$ cat src/rtl/ram_pkg.sv
// Shared types for the RAM controller.
package ram_pkg;

  typedef enum logic {
    CLEAR = 1'b0,
    RUN   = 1'b1
  } ram_state_t;

endpackage

$ cat src/rtl/ram_array.sv
// Plain DEPTH x DATA_W storage with one write port and one registered read port.
// No reset on the contents, so tools are free to map it onto block or distributed RAM.
module ram_array #(
  parameter int DATA_W = 4,
  parameter int ADDR_W = 4,
  parameter int DEPTH  = 1 << ADDR_W
) (
  input  logic              clk,
  input  logic              we_i,
  input  logic [ADDR_W-1:0] waddr_i,
  input  logic [DATA_W-1:0] wdata_i,
  input  logic              re_i,
  input  logic [ADDR_W-1:0] raddr_i,
  output logic [DATA_W-1:0] rdata_o
);

  logic [DATA_W-1:0] mem_q [DEPTH];
  logic [DATA_W-1:0] rdata_q;

  always_ff @(posedge clk) begin
    if (we_i) mem_q[waddr_i] <= wdata_i;
    if (re_i) rdata_q <= mem_q[raddr_i];
  end

  assign rdata_o = rdata_q;

endmodule

$ cat src/rtl/ram_ctrl.sv
// Request/response front end for ram_array: post-reset zero fill, valid/ready handshakes.
//   state | meaning
//   CLEAR | writing zero to mem[cnt], one word per cycle, no requests taken
//   RUN   | accepting one read or write per cycle, subject to response backpressure
module ram_ctrl
  import ram_pkg::*;
#(
  parameter int DATA_W = 4,
  parameter int ADDR_W = 4,
  parameter int DEPTH  = 1 << ADDR_W
) (
  input  logic              clk,
  input  logic              rst,
  input  logic              req_valid,
  output logic              req_ready,
  input  logic              req_write,
  input  logic [ADDR_W-1:0] req_addr,
  input  logic [DATA_W-1:0] req_wdata,
  output logic              rsp_valid,
  input  logic              rsp_ready,
  output logic [DATA_W-1:0] rsp_rdata,
  output logic              busy
);

  localparam logic [ADDR_W-1:0] LAST_ADDR = ADDR_W'(DEPTH - 1);
  localparam logic [ADDR_W:0]   DEPTH_X   = (ADDR_W + 1)'(DEPTH);

  ram_state_t        state_q, state_d;
  logic [ADDR_W-1:0] cnt_q, cnt_d;
  logic              rsp_valid_q, rsp_valid_d;
  logic              zero_q, zero_d;

  logic              mem_we, mem_re, in_range;
  logic [ADDR_W-1:0] mem_waddr;
  logic [DATA_W-1:0] mem_wdata, arr_rdata;

  assign in_range = {1'b0, req_addr} < DEPTH_X;

  always_comb begin
    state_d     = state_q;
    cnt_d       = cnt_q;
    rsp_valid_d = rsp_valid_q;
    zero_d      = zero_q;
    busy        = 1'b0;
    req_ready   = 1'b0;
    mem_we      = 1'b0;
    mem_re      = 1'b0;
    mem_waddr   = req_addr;
    mem_wdata   = req_wdata;
    case (state_q)
      CLEAR: begin
        busy      = 1'b1;
        mem_we    = 1'b1;
        mem_waddr = cnt_q;
        mem_wdata = '0;
        cnt_d     = cnt_q + 1'b1;
        if (cnt_q == LAST_ADDR) begin
          state_d = RUN;
          cnt_d   = '0;
        end
      end
      RUN: begin
        req_ready = !(rsp_valid_q && !rsp_ready);
        if (rsp_valid_q && rsp_ready) rsp_valid_d = 1'b0;
        if (req_valid && req_ready) begin
          if (req_write) begin
            mem_we = in_range;
          end else begin
            // Out-of-range reads skip the array and report zero via the mask flag.
            mem_re      = in_range;
            zero_d      = !in_range;
            rsp_valid_d = 1'b1;
          end
        end
      end
      default: state_d = CLEAR;
    endcase
  end

  always_ff @(posedge clk) begin
    if (rst) begin
      state_q     <= CLEAR;
      cnt_q       <= '0;
      rsp_valid_q <= 1'b0;
      zero_q      <= 1'b1;
    end else begin
      state_q     <= state_d;
      cnt_q       <= cnt_d;
      rsp_valid_q <= rsp_valid_d;
      zero_q      <= zero_d;
    end
  end

  ram_array #(
    .DATA_W(DATA_W),
    .ADDR_W(ADDR_W),
    .DEPTH (DEPTH)
  ) u_array (
    .clk    (clk),
    .we_i   (mem_we),
    .waddr_i(mem_waddr),
    .wdata_i(mem_wdata),
    .re_i   (mem_re),
    .raddr_i(req_addr),
    .rdata_o(arr_rdata)
  );

  assign rsp_valid = rsp_valid_q;
  // The array read register has no reset; zero_q masks it until a real read lands.
  assign rsp_rdata = zero_q ? '0 : arr_rdata;

endmodule

$ cat config.mk
export PLATFORM = sky130hd
export DESIGN_NAME = ram_ctrl
export DESIGN_NICKNAME = d
export VERILOG_FILES = /design/src/rtl/ram_pkg.sv /design/src/rtl/ram_array.sv /design/src/rtl/ram_ctrl.sv
export SDC_FILE = /design/constraint.sdc
export NUM_CORES = 1
export LEC_CHECK = 0
export CORE_UTILIZATION = 60
export DETAILED_ROUTE_END_ITERATION = 12
export GPL_TIMING_DRIVEN = 0
export PLACE_DENSITY = 0.79
export SLEW_MARGIN = 20
export SYNTH_ARGS = -nofsm -noshare
export SYNTH_HDL_FRONTEND = slang
export SYNTH_SLANG_ARGS = --single-unit
export TNS_END_PERCENT = 10
$ cat constraint.sdc
create_clock -name clk -period 5.3 [get_ports clk]
set_clock_uncertainty 0.05 [all_clocks]
set_input_delay 1.325 -clock clk [delete_from_list [all_inputs] [get_ports clk]]
set_output_delay 1.325 -clock clk [all_outputs]
set_load 0.02 [all_outputs]
# --- After elaboration in Yosys (flattened, before gate mapping) ---
# Memory sizes are Yosys's and may differ from the RTL's. A register that Yosys moved wholly into a read port is not among the register bits.
# Cells that the tools add are included.
classes:
  reduce_logical: 6
  n_bitwise: 2
  eq_ne: 1
  n_mux: 19
  n_addsub: 1
ops:
  columns: ["operator", "n"]
  rows:
  - ["$mux 4", 4]
  - ["$mux 1", 14]
  - ["$add 4x1->4 const B", 1]
  - ["$eq 4x4->1 const B", 1]
  - ["$logic_and 1x1->1", 3]
  - ["$reduce_and 3->1", 1]
  - ["$logic_not 1->1", 2]
  - ["$not 1->1", 2]
  - ["$pmux 1 s2", 1]
totals:
  ramBits: 64
  memories: 1
  elab_cells: 34
  ff_bits: 7
mem_list:
  columns: ["memory", "depth", "word_bits", "rd", "rd_clocked_by_memory_dff", "wr", "line", "text"]
  rows:
  - ["u_array.mem_q", 16, 4, 1, 1, 1, "ram_array.sv:17", "logic [DATA_W-1:0] mem_q [DEPTH];"]

# --- Logic depth before layout (Yosys ltp) ---
# Gate-level depths: netlist of the first run.
logic_depth:
  ltp_word: 8
  depth_mapped: 5
  mapped_depth_nobuf: 4

# --- Cells and area by module ---
# From an unflattened synthesis of the first run, not the netlist that was laid out.
hier_totals:
  cells_unflattened: 177
  hier_area_um2: 3121.7
by_module_without_submodules:
  columns: ["mod", "area_each_um2", "n_inst", "seq_area_each_um2", "cells_each"]
  rows:
  - ["ram_array", 2706.3, 1, 2042.0, 130]
  - ["ram_ctrl", 415.4, 1, 140.1, 47]

# --- Least setup slack after synthesis of the first run ---
# OpenSTA, ideal clock, no wires.
synth_timing:
  kind: "input port to output port"
  startpoint: "in rsp_ready"
  endpoint: "out req_ready"
  n_path_buf: 0
  path_slack_ps: 2219
  arrival_time_ps: 1706
  cell_stages: 2
  path_cell_list: "nand2b_1 > and2_1"
synth_between:
  elab_chain_cells: 4
synth_rtl:
  columns: ["item", "line", "text"]
  rows:
  - ["from (decl)", "ram_ctrl.sv:20", "input logic rsp_ready,"]
  - ["$logic_not 1->1", "ram_ctrl.sv:63", "req_ready = !(rsp_valid_q && !rsp_ready);"]
  - ["$logic_and 1x1->1", "ram_ctrl.sv:63", null]
  - ["$logic_not 1->1", "ram_ctrl.sv:63", null]
  - ["$mux 1", "ram_ctrl.sv:50", "case (state_q)"]
  - ["to (decl)", "ram_ctrl.sv:15", "output logic req_ready,"]
# No other way between the ends.

# --- Worst setup path in the final report of the first run ---
# Same ends and word-level chain as after synthesis.

==> reports/results.ini, run 1 <==
[routing]
via_per_inst=6.217
dr.pass1.iters=4
first_iter_violations=155
vias=1803
wire_per_inst_um=20.42
drc=0
wl_um=5921
antenna_left=0

[cts]
clk_latency_ps=330
root_buffer=clkbuf_8
cts_hold_buf=0
post_cts_buffers=0
htreeDepth=3
clock_sinks=75
cts_buffers=9
cts_tree=done
clock_path_buffers=2
clkTransAtPathRegs_ps=70
cts_resized=0

[finish]
layout-drive-gt1-share=0.1045
fillers=351
area_growth_syn_to_layout_pct=12.56
stdcell_count=290
diodes=0
nets=230
finalCoreUtilization=0.7001
postLayoutCellArea_um2=3576

[global_route]
grt_usage=0.2469
first_global_vias=1791
use_met2=0.3864
met1_usage=0.3211
gr-max-usage-layer=met2
met3_usage=0.08300
grt_pass1_wl_um=9384
antenna_found_initial=0
grt_max_degree=17
grt_overflow_total=0

[floorplan]
io_pins=20
row_count=26
die_h_um=74.77
dieArea_um2=5590
start_util=0.6220
core_area_um2=5107
die_w_um=74.77

[logic_synthesis]
yosys.area.top_type=edfxtp_1
yosysWarnings=0
synth_edf_count=68
synth_cell_types=33
ys_top_cells_by_area=edfxtp_1 (64%), mux4_1 (11%), dfxtp_1 (4.4%)
ys_seq_elements=75
synth_top_area_frac=0.6428
synth_fp_nets=203
synth_cells=189
syn_area_um2=3177
synth-seq-area-share=0.6869
syn_avg_cell_area_um2=16.81
synth_ff_type=edfxtp_1
async_reset_ff_frac=0

[timing]
worst_slew_pin_slew_ps=713.7
setup_violations=0
rsz0062_at_grt=no
period_minus_slack_ps=4075
setup_tns_ps=0
period_share=0.7688
slew_headroom=0.5206
fin_hold_ws_ps=447.6
maxSlewViolCount=0
fin_ws_ps=1225
hold_violations=0
max_clock_freq_mhz=245.4

[placed_design]
placed_cells=275
gp_congestion=0.8928
port_buffers=16
dp_hpwl_um=4111
placed_cell_area_um2=3425
pre_cts_ws_ps=1240

[worst_setup_path]
r2r-end=u_array.mem_q[8][2]
path_max_fanout=3
crit_path_end_kind=primary output
cp-endpoint=req_ready
worstSetupStartpoint=rsp_ready
path_class=input port to primary output
critPathLaunchType=input port
required_ps=3920
rrSetupSlack_ps=3280
arrival_ps=2700
reg2reg_from=state_q
r2r_cells=4

[pwr]
powerDensity_nw_per_um2=301.8
seq_power_share=0.609
swShare=0.2123
vdd_drop_max_v=0.0002289
p_leak_nw=1.166
power.total_mw=1.079
p_sw_uw=229.1
p_clk_frac=0.327
combPwrFrac=0.064
p_int_uw=850.1

[worst_hold_path]
hp-class=register to register
min-delay-start=rsp_valid

[outcome]
outcome=complete, no violations

[run]
maxCapViolCount=0

[layer usage]
layer | routed length (um) | part of all wire | vias up
met5 | 0 | 0 | -
met4 | 91 | 0.015 | 0
met3 | 377 | 0.064 | 9
met2 | 2934 | 0.50 | 71
met1 | 2517 | 0.43 | 915
li1 | - | - | 808
[final cells by class]
cell class	count	area [um2]	share of cell area
clock buffers	12	135.1	0.03779
clock inverters	3	16.27	0.004549
plain buffers	10	67.56	0.01889
repair buffers	16	160.2	0.04479
multi-input cells	100	912.1	0.2551
inverters	4	15.01	0.004199
well taps	70	87.58	0.02449
flip-flops and latches	75	2182	0.6102
[state kept, by name (all words and copies together) (netlist names)]
name	cells
zero_q	1
rsp_valid	1
state_q	1
u_array.mem_q	64
cnt_q	4
u_array.rdata_o	4
[placed cells by master (no fill, tap or decap), types with 3 or more instances in the layout]
master and count:
edfxtp_1 68, nor3_1 18, clkdlybuf4s50_1 16, mux4_1 13, clkbuf_8 9, nor2b_1 8, nand3_1 8, nand2_1 7
a21oi_1 7, dfxtp_1 7, clkbuf_1 6, and2_1 6, buf_2 5, nor2_1 5, inv_1 4, mux2i_1 4
mux4_2 3, a31oi_1 3
[kinds of logic after synthesis]
family                   count (synthesis)  synth area share
AND/OR/NAND/NOR                         59           0.09768
multiplexers                            20            0.1414
AO/OA/AOI/OAI                           19           0.04135
flip-flops                              75            0.6869
adder cells (fa/ha/maj)                  1          0.003938
buffers and inverters                   14           0.02599
XOR/XNOR                                 1          0.002757
[cells in the mapped netlist, drive strengths merged, types with 2 or more instances]
| cell | instances |
|---|---|
| a21oi | 7 |
| a22oi | 3 |
| a31oi | 4 |
| and2 | 6 |
| buf | 7 |
| clkbuf | 3 |
| dfxtp | 7 |
| edfxtp | 68 |
| inv | 4 |
| mux2i | 4 |
| mux4 | 16 |
| nand2 | 7 |
| nand2b | 2 |
| nand3 | 8 |
| nor2 | 5 |
| nor2b | 8 |
| nor3 | 18 |
| nor3b | 2 |
[worst min-delay path by stage]
stage,endpoint,slack [ps],cells past startpoint
floorplan,zero_q,430,2
global placement,rsp_valid,410,2
detailed placement,rsp_valid,440,2
CTS,rsp_valid,450,2
global route,rsp_valid,460,2
finish,rsp_valid,450,2
[critical path, stage by stage]
cell	delay [ps]
clkdlybuf4s50_1	490
nand2b_1	160
and2_1	130
clkdlybuf4s50_1	600
[power groups by stage]
stage	Sequential [mW]	Combinational, mW	Clock [mW]
final	0.658	0.0691	0.352
after global routing	0.659	0.0742	0.384
after CTS	0.658	0.0691	0.359
after detailed placement	0.671	0.0686	0
after global placement	0.670	0.0664	0
after floorplan	0.668	0.0469	0
No activity file was read; power rests on OpenSTA's default activity.
==> run 2: changes to the inputs <==
--- a/config.mk
+++ b/config.mk
@@ -5,10 +5,10 @@
 export SDC_FILE = /design/constraint.sdc
 export NUM_CORES = 1
 export LEC_CHECK = 0
-export CORE_UTILIZATION = 60
+export CORE_UTILIZATION = 58
 export DETAILED_ROUTE_END_ITERATION = 12
 export GPL_TIMING_DRIVEN = 0
-export PLACE_DENSITY = 0.79
+export PLACE_DENSITY = 0.76
 export SLEW_MARGIN = 20
 export SYNTH_ARGS = -nofsm -noshare
 export SYNTH_HDL_FRONTEND = slang
==> constraint.sdc (replaced) <==
create_clock -name clk -period 4.2 [get_ports clk]
set_clock_uncertainty 0.05 [all_clocks]
set_input_delay 1.05 -clock clk [delete_from_list [all_inputs] [get_ports clk]]
set_output_delay 1.05 -clock clk [all_outputs]
set_load 0.02 [all_outputs]
==> reports/results.ini, run 2 (same netlist as run 1, synthesis figures left out) <==
[floorplan]
core_area_um2=5205  ; +1.9%
die_w_um=76.01  ; +1.7%
start_util=0.6103  ; -0.01166
dieArea_um2=5778  ; +3.4%
io_pins=20  ; unchanged
die_h_um=76.01  ; +1.7%
row_count=26  ; unchanged

[outcome]
outcome=complete, no violations

[timing]
slew_headroom=0.5139  ; -0.006640
fin_hold_ws_ps=444.3  ; -3.324 ps
hold_violations=0  ; unchanged
setup_violations=0  ; unchanged
worst_slew_pin_slew_ps=723.6  ; +9.885 ps
period_share=0.8347
rsz0062_at_grt=no
fin_ws_ps=694.4  ; -530.9 ps
setup_tns_ps=0  ; unchanged
max_clock_freq_mhz=285.3
maxSlewViolCount=0  ; unchanged
period_minus_slack_ps=3506

[routing]
dr.pass1.iters=5  ; +1
via_per_inst=6.416  ; +3.2%
antenna_left=0  ; unchanged
drc=0  ; unchanged
first_iter_violations=198  ; +28%
wire_per_inst_um=21.72  ; +6.4%
vias=1867  ; +3.5%
wl_um=6320  ; +6.7%

[finish]
stdcell_count=291  ; +0.34%
largest_reg_flops=64  ; unchanged
fillers=348  ; -0.85%
area_growth_syn_to_layout_pct=13.82
postLayoutCellArea_um2=3616  ; +1.1%
layout-drive-gt1-share=0.1222  ; +0.01763
top_register=u_array.mem_q
nets=230  ; unchanged
layout_commonest_cell=edfxtp_1
mostFrequentLayoutCells=edfxtp_1 (68), nor3_1 (18), clkdlybuf4s50_1 (16)
diodes=0  ; unchanged

[cts]
cts_buffers=9  ; unchanged
root_buffer=clkbuf_8
cts_resized=0  ; unchanged
post_cts_buffers=0  ; unchanged
cts_tree=done
clk_latency_ps=340  ; about the same
clock_path_buffers=2  ; unchanged
clkTransAtPathRegs_ps=80  ; about the same
cts_hold_buf=0  ; unchanged
htreeDepth=3  ; unchanged
clock_sinks=75  ; unchanged

[worst_hold_path]
hp-class=register to register
min-delay-start=rsp_valid

[global_route]
grt_overflow_total=0  ; unchanged
gr-max-usage-layer=met2
grt_usage=0.2433  ; -0.003609
met1_usage=0.3052  ; -0.01581
use_met2=0.3936  ; +0.007250
met3_usage=0.06467  ; -0.01833
antenna_found_initial=0  ; unchanged
grt_pass1_wl_um=10100  ; +7.6%
grt_max_degree=17  ; unchanged
first_global_vias=1897  ; +5.9%

[worst_setup_path]
path_max_fanout=3  ; unchanged
arrival_ps=2410  ; -290 ps
crit_path_end_kind=primary output
critPathLaunchType=input port
reg2reg_from=state_q
worst-path-buf-inv=2  ; unchanged
cp_top_family=buffers and inverters
path_cells=clkdlybuf4s50_1, nand2b_1, and2_1, clkdlybuf4s50_1
required_ps=3100  ; -820 ps
crit_top_cell=clkdlybuf4s50_1
critPathMaxStageDelay_ps=600  ; about the same
cpMaxStageDelayCell=clkdlybuf4s50_1
path_class=input port to primary output
worstSetupStartpoint=rsp_ready

[pwr]
vdd_drop_max_v=0.0002426  ; +6.0%
combPwrFrac=0.061  ; -0.003
p_sw_uw=315.1  ; +38%
swShare=0.2172  ; +0.004908
p_int_mw=1.136  ; +34%
powerDensity_nw_per_um2=401.2  ; +33%
seq_power_share=0.572  ; -0.037
p_leak_nw=1.185  ; +1.6%
p_clk_frac=0.367  ; +0.040

[placed_design]
placed_cell_area_um2=3425  ; unchanged
pre_cts_ws_ps=688.1  ; -552.1 ps
placed_cells=275  ; unchanged
port_buffers=16  ; unchanged
gp_congestion=0.8825  ; -1.2%
dp_hpwl_um=4450  ; +8.3%

[run]
maxCapViolCount=0  ; unchanged

run 2: routing by layer:
layer  up-vias  part of all wire
met5         -                 0
met4         0             0.037
met3        25             0.077
met2       109              0.49
met1       919              0.39
li1        814                 -
run 2: per-stage QoR:
step | power [mW] | util
5_1_grt | 1.497 | 0.6947
4_1_cts | 1.458 | 0.6947
3_3_place_gp | 0.9292 | 0.6579
3_5_place_dp | 0.9339 | 0.6579
6_report | 1.451 | 0.6947
2_1_floorplan | 0.9025 | -
run 2: layout make-up:
cell class | count | area (um2) | area share
Buffer | 10 | 67.56 | 0.01869
Clock buffer | 9 | 123.9 | 0.03426
Clock inverter | 7 | 67.56 | 0.01869
Inverter | 4 | 15.01 | 0.004152
Multi-Input combinational cell | 100 | 912.1 | 0.2522
Sequential cell | 75 | 2182 | 0.6035
Tap cell | 70 | 87.58 | 0.02422
Timing Repair Buffer | 16 | 160.2 | 0.04429
run 2: worst paths after layout:
path / to / slack [ps] / cells past startpoint
max: req_ready / 690 / 4
min: rsp_valid / 440 / 2
min reg2reg: rsp_valid / 440 / 2
max reg2reg: u_array.mem_q[2][0] / 2080 / 4
run 2: power by group through the flow:
stage | sequential [mW] | combinational, mW | clock (mW)
2_1_floorplan | 0.843 | 0.0592 | 0
3_3_place_gp | 0.845 | 0.0844 | 0
3_5_place_dp | 0.847 | 0.0874 | 0
4_1_cts | 0.830 | 0.0877 | 0.540
5_1_grt | 0.832 | 0.0937 | 0.571
6_report | 0.830 | 0.0884 | 0.532
run 2: worst register-to-register path: stages, from the launching register on:
cell and delay [ps]:
dfxtp_1 310, buf_2 170, clkbuf_1 400, a21oi_1 250
nor3_1 570
